--- config.mk ---
export PLATFORM = sky130hd
export DESIGN_NAME = psg_volume_scheduler
export DESIGN_NICKNAME = d
export VERILOG_FILES = /design/src/rtl/psg_volume_scheduler.sv
export SDC_FILE = /design/constraint.sdc
export NUM_CORES = 1
export LEC_CHECK = 0
export BUFFER_PORTS_ARGS = -buffer_cell sky130_fd_sc_hd__buf_2
export CAP_MARGIN = 20
export CORE_ASPECT_RATIO = 1.1
export CORE_MARGIN = 5
export CORE_UTILIZATION = 30
export CTS_BUF_LIST = sky130_fd_sc_hd__clkbuf_4 sky130_fd_sc_hd__clkbuf_8
export CTS_CLUSTER_SIZE = 40
export DETAILED_ROUTE_END_ITERATION = 8
export GPL_TIMING_DRIVEN = 0
export PLACE_DENSITY_LB_ADDON = 0.2
export SETUP_SLACK_MARGIN = 0.05
export SYNTH_ARGS = -nofsm -noshare
export SYNTH_HDL_FRONTEND = slang
export SYNTH_SLANG_ARGS = --single-unit
--- constraint.sdc ---
create_clock -name clk_i -period 19.8 [get_ports clk_i]
set_input_delay 0.99 -clock clk_i [delete_from_list [all_inputs] [get_ports clk_i]]
set_output_delay 0.99 -clock clk_i [all_outputs]
set_load 0.05 [all_outputs]
--- src/rtl/psg_volume_scheduler.sv ---
// Shared 22x8 volume multiplier sequenced across NVOICE PSG voices, with
// per-voice de-zippered volume ramping.
module psg_volume_scheduler #(
    parameter int NVOICE   = 4,
    parameter int RAMP_DIV = 64
) (
    input  logic                 clk_i,
    input  logic                 rst_i,
    input  logic                 sample_i,
    input  logic [NVOICE*22-1:0] voice_i,
    input  logic [NVOICE*4-1:0]  vol_i,
    input  logic [NVOICE-1:0]    mute_i,
    output logic [NVOICE*30-1:0] o,
    output logic                 valid_o,
    output logic                 busy_o,
    output logic                 overrun_o
);
    localparam int CW = (RAMP_DIV > 1) ? $clog2(RAMP_DIV) : 1;
    localparam int IW = (NVOICE > 1) ? $clog2(NVOICE) : 1;
    localparam logic [CW-1:0] CNT_LAST = CW'(RAMP_DIV - 1);
    localparam logic [IW-1:0] IDX_LAST = IW'(NVOICE - 1);

    typedef enum logic [1:0] {IDLE, SCALE, DONE} state_t;

    state_t               state, state_nxt;
    logic [NVOICE*22-1:0] sample_q;
    logic [3:0]           cur     [NVOICE];
    logic [3:0]           cur_nxt [NVOICE];
    logic [CW-1:0]        frame_cnt;
    logic [IW-1:0]        idx;
    logic                 accept, ramp_tick;
    logic [21:0]          sample_sel;
    logic [7:0]           gain_sel;
    logic [29:0]          prod;

    function automatic logic [7:0] gain(input logic [3:0] step);
        case (step)
            4'd0:  gain = 8'd0;
            4'd1:  gain = 8'd1;
            4'd2:  gain = 8'd1;
            4'd3:  gain = 8'd1;
            4'd4:  gain = 8'd2;
            4'd5:  gain = 8'd3;
            4'd6:  gain = 8'd5;
            4'd7:  gain = 8'd8;
            4'd8:  gain = 8'd8;
            4'd9:  gain = 8'd13;
            4'd10: gain = 8'd21;
            4'd11: gain = 8'd34;
            4'd12: gain = 8'd56;
            4'd13: gain = 8'd90;
            4'd14: gain = 8'd151;
            4'd15: gain = 8'd255;
            default: gain = 8'd0;
        endcase
    endfunction

    assign accept    = (state == IDLE) && sample_i;
    assign ramp_tick = accept && (frame_cnt == CNT_LAST);

    // Volume and mute are only consumed by the ramp in the acceptance cycle,
    // so they need no capture register of their own.
    always_comb begin
        for (int unsigned k = 0; k < NVOICE; k++) begin
            cur_nxt[k] = cur[k];
            if (mute_i[k]) begin
                if (cur[k] != 4'd0) cur_nxt[k] = cur[k] - 4'd1;
            end else if (cur[k] < vol_i[k*4 +: 4]) begin
                cur_nxt[k] = cur[k] + 4'd1;
            end else if (cur[k] > vol_i[k*4 +: 4]) begin
                cur_nxt[k] = cur[k] - 4'd1;
            end
        end
    end

    always_comb begin
        sample_sel = sample_q[idx*22 +: 22];
        gain_sel   = gain(cur[idx]);
        prod       = 30'(sample_sel) * 30'(gain_sel);
    end

    always_ff @(posedge clk_i or negedge rst_i) begin
        if (!rst_i) state <= IDLE;
        else        state <= state_nxt;
    end

    always_comb begin
        state_nxt = state;
        busy_o    = 1'b0;
        valid_o   = 1'b0;
        unique case (state)
            IDLE:  if (sample_i) state_nxt = SCALE;
            SCALE: begin
                busy_o = 1'b1;
                if (idx == IDX_LAST) state_nxt = DONE;
            end
            DONE: begin
                valid_o   = 1'b1;
                state_nxt = IDLE;
            end
            default: state_nxt = IDLE;
        endcase
    end

    always_ff @(posedge clk_i or negedge rst_i) begin
        if (!rst_i) begin
            sample_q  <= '0;
            frame_cnt <= '0;
            idx       <= '0;
            overrun_o <= 1'b0;
            o         <= '0;
            for (int unsigned k = 0; k < NVOICE; k++) cur[k] <= '0;
        end else begin
            overrun_o <= sample_i && (state != IDLE);
            if (accept) begin
                sample_q  <= voice_i;
                idx       <= '0;
                frame_cnt <= ramp_tick ? '0 : frame_cnt + 1'b1;
                if (ramp_tick) begin
                    for (int unsigned k = 0; k < NVOICE; k++) cur[k] <= cur_nxt[k];
                end
            end else if (state == SCALE) begin
                o[idx*30 +: 30] <= prod;
                idx             <= idx + 1'b1;
            end
        end
    end
endmodule

==> reports/summary.md <==
The run finished with clean final reports. After the first detailed-routing iteration, the DRC count stood at 711. The number of hold-repair buffers added at the cts stage was 0. The H-tree generated during clock tree synthesis spans 2 levels.

The number of vias after detailed routing is 14,601, and the largest vdd supply drop is 0.0000488 V. During placement, the flow inserted port buffers numbering 233. The width of the chip works out to 237 um. The initial standard-cell utilization of the core was 30.3%; the net count of the finished layout was 2,473.

The number of clock buffers added by TritonCTS is 42. TritonCTS built the clock tree. The total clock sinks was 235. For this run, the number of Yosys warnings is 0.

Number of enable flip-flop cells after synthesis: 0. Among cell families on the critical path, the largest total delay comes from adder cells. The tools report the overall die area as 61,800 um2.

The cell sitting at the root of the clock tree is a sky130_fd_sc_hd__clkbuf_8. The length in cells of the worst reg-to-reg path is 24, and the number of max-cap violations is 0. In this run the tightest slew margin relative to its limit is 7.26%. The setup path with the least slack is of type register to register.

For the worst setup path, the data arrival time is 9550 ps. In the synthesized netlist the async set-or-reset flop fraction comes to 100%. The number of nets with antenna violations after detailed routing was 0; the standard cell core area was 56,200 um2. The register-to-register path setup slack was 10,740 ps.

The tools report the number of antenna violations at the first check in global routing as 0. The max-slew violation total from the final report was 0. The power per cell area works out to 113 nW/um2. The clock-pin slew on the worst setup and hold paths is 60 ps.

Counting flops and latches in the post-synthesis netlist gives 235. The first TritonRoute pass finished after 5 iterations. The tools report the top achievable clock speed as 0.110 GHz. Between clock sinks in the finished design, the worst skew comes to 37.2 ps. For the wire length of the first global-routing pass, the log shows 89,700 um. Dividing the final minimum period by the clock period gives 45.7%.

The signal on the critical path passes through buf_1, mux4_2, inv_1, ha_1, a21oi_1, and2_1, clkbuf_1, nand2_1, fa_1, fa_1, inv_1, fa_1, inv_1, fa_1, inv_1, ha_1, a21oi_1, o21ai_0, o2111ai_2, and3_1, nor4b_2, nand2_1, a32oi_1, a22o_1. From synthesis to final layout, the design area changed by 18.1%. The share of post-route cells with drive strength above 1 was 17.4%. The tools report the number of cell rows as 91. The worst setup path is launched from a register.

The worst register-to-register path ends at o[16]. The repair_antennas step left the layout with diodes totalling 0. The number of setup violations in the final report came out at 0. Routability-driven placement finished with a final weighted congestion of 0.934. The logs give 15,299 for the number of global-route vias before repair and 20,300 ps for the data required time of the critical path. The layout has 5,917 filler cells.

The clock network latency to the later pin of the worst-skew pair is 590 ps, and the mean instance size in the synthesized netlist is 9.13 um2. The tightest min-delay check is of the input pin to asynchronous set/reset pin type. In this design, the stage delay of the slowest critical-path cell is 770 ps.

Summing the sequential cell areas from Yosys gives 34.5% of the chip area. In this run the post-CTS setup repair buffer count came out at 0. After detailed routing, the average wire length per cell comes to 19.8 um. Dividing the detail-routed via count by the number of cells gives 4.99.

Subtracting the final worst setup slack from the clock period gives 9060 ps. The type of element capturing the critical path was a register. The final non-filler cell area was 20,200 um2. Summed over all cells, the static leakage comes to 10.0 nW. The number of I/O pins was 234. The vertical die dimension is 260 um. Entering global routing, the biggest net connects 117 pins. After detailed routing, the number of remaining DRC violations is 0. At the pin with the least slew margin, the transition time is 1390 ps. The logs give 57,900 um for the sum of routed wire length over all layers and 2,188 for the synthesized netlist net count.

After routing, the total negative slack on setup checks comes to 0 ps. Global routing used 18.4% of the available tracks. The cell at the slowest stage of the critical path was sky130_fd_sc_hd__buf_1. After technology mapping, the gate count stands at 1,869.

The number of buffer and inverter stages on the critical path works out to 6. Count of final hold-check violations: 0. The highest fanout seen on the critical path was 10. Worst reg2reg path startpoint: idx[1]. Setup repair after global routing left no endpoint under its margin. The remaining global-route overflow was 0; the number of distinct standard cells referenced by the synthesized netlist was 70. In the synthesized netlist the dominant register cell turns out to be sky130_fd_sc_hd__dfrtp_1. For the number of instances resized during post-cts repair, the log shows 0. For the combined area of all synthesized cells, the log shows 17,100 um2. The HPWL after detailed placement is 46,200 um.

In this run the cell area measured after placement is 19,300 um2. The clock passes through at most 3 buffers.
## layout make-up
type / instances / area, um2 / share of cell area, %
flip-flops and latches: 235 / 5880 / 29.2
clock inverters: 7 / 48.8 / 0.242
well taps: 744 / 931 / 4.62
plain buffers: 87 / 337 / 1.67
clock buffers: 66 / 815 / 4.04
inverters: 177 / 664 / 3.30
repair buffers: 241 / 1280 / 6.37
multi-input cells: 1370 / 10200 / 50.6
## worst max path at each step
stage / endpoint / startpoint / cells after the start
floorplan: o[119] / idx[1] / 24
global placement: o[80] / idx[0] / 23
detailed placement: o[114] / idx[1] / 25
CTS: o[16] / idx[1] / 24
global route: o[83] / idx[1] / 24
finish: o[16] / idx[1] / 24
## metal layers
metal / vias up / routed length [um] / track usage, %
met2: 467 / 27400 / 30.6
met1: 7234 / 25400 / 24.6
met4: 0 / 2200 / 6.62
met3: 116 / 2850 / 2.59
met5: - / 0 / 0
li1: 6784 / - / -
## through the flow
step | hold slack (ps) | instances | total power, mW | utilization [%] | setup WS [ps]
after CTS | 200 | 2927 | 2.29 | 35.8 | 10780
after global routing | 210 | 2927 | 2.40 | 35.8 | 10230
after global placement | 453 | 2846 | 1.79 | 34.1 | 10180
final | 233 | 2927 | 2.28 | 35.8 | 10740
after floorplan | 440 | 1869 | 1.39 | - | 12940
after detailed placement | 458 | 2854 | 1.82 | 34.3 | 10840
## worst reg2reg max path, delay by kind of cell (launching register included)
kind | cells | cell delay, ps
flops | 1 | 620
buf+inv | 6 | 1580
mux | 1 | 670
compound gates | 6 | 1990
simple gates | 5 | 1370
fa+ha+maj | 6 | 2770
## layout by cell type (no fill, tap or decap), types with 51 or more instances in the layout
cell | Yosys | layout
sky130_fd_sc_hd__dfrtp_1 | 235 | 235
sky130_fd_sc_hd__o21ai_0 | 98 | 98
sky130_fd_sc_hd__a21oi_1 | 68 | 68
sky130_fd_sc_hd__fa_1 | 120 | 120
sky130_fd_sc_hd__a22o_1 | 69 | 69
sky130_fd_sc_hd__inv_1 | 175 | 175
sky130_fd_sc_hd__clkbuf_1 | 71 | 71
sky130_fd_sc_hd__buf_2 | 8 | 240
sky130_fd_sc_hd__nor2_1 | 95 | 95
sky130_fd_sc_hd__nand2_1 | 482 | 482
sky130_fd_sc_hd__ha_1 | 88 | 88
sky130_fd_sc_hd__clkbuf_8 | 0 | 51
## flip-flops by register name, indices dropped and copies added (netlist names)
register and count:
state 2, overrun_o 1, sample_q 88, o 120, frame_cnt 6, cur 16
idx 2
## synthesized netlist by cell type (all sizes together), types with 8 or more instances
master  instances  area, um2
nand2         482       1810
dfrtp         235       5880
inv           176        661
fa            120       2400
o21ai         104        521
nor2           95        357
ha             88       1100
a21oi          71        367
clkbuf         71        267
a22o           69        604
and2           39        244
mux2i          28        280
xor2           25        219
mux4           23        518
xnor2          17        149
buf            16       70.1
mux2           16        180
nor2b          15       93.8
nand3          14       70.1
nand2b         13       81.3
a211oi         12        108
nand4          12       75.1
and3           11       68.8
o21a           11       82.6
a31oi           9       56.3
nor3            9       45.0
a21o            8       60.1
o31ai           8       60.1
## cells by family (layout without fill, tap and decap cells)
kind of cell | Yosys count | after routing | synth area share (%)
AND/OR/NAND/NOR | 714 | 714 | 17.9
AO/OA/AOI/OAI | 339 | 339 | 13.4
buffers and inverters | 264 | 578 | 5.87
XOR/XNOR | 42 | 42 | 2.16
flip-flops | 235 | 235 | 34.5
adder cells (fa/ha/maj) | 208 | 208 | 20.5
multiplexers | 67 | 67 | 5.73
## report_power, final
group | internal [mW] | leakage, nW | switching (mW)
Clock | 0.262 | 0.461 | 0.205
Combinational | 0.283 | 6.46 | 0.819
Sequential | 0.621 | 3.12 | 0.0851
Note: power is estimated with default switching activity, not from simulation.
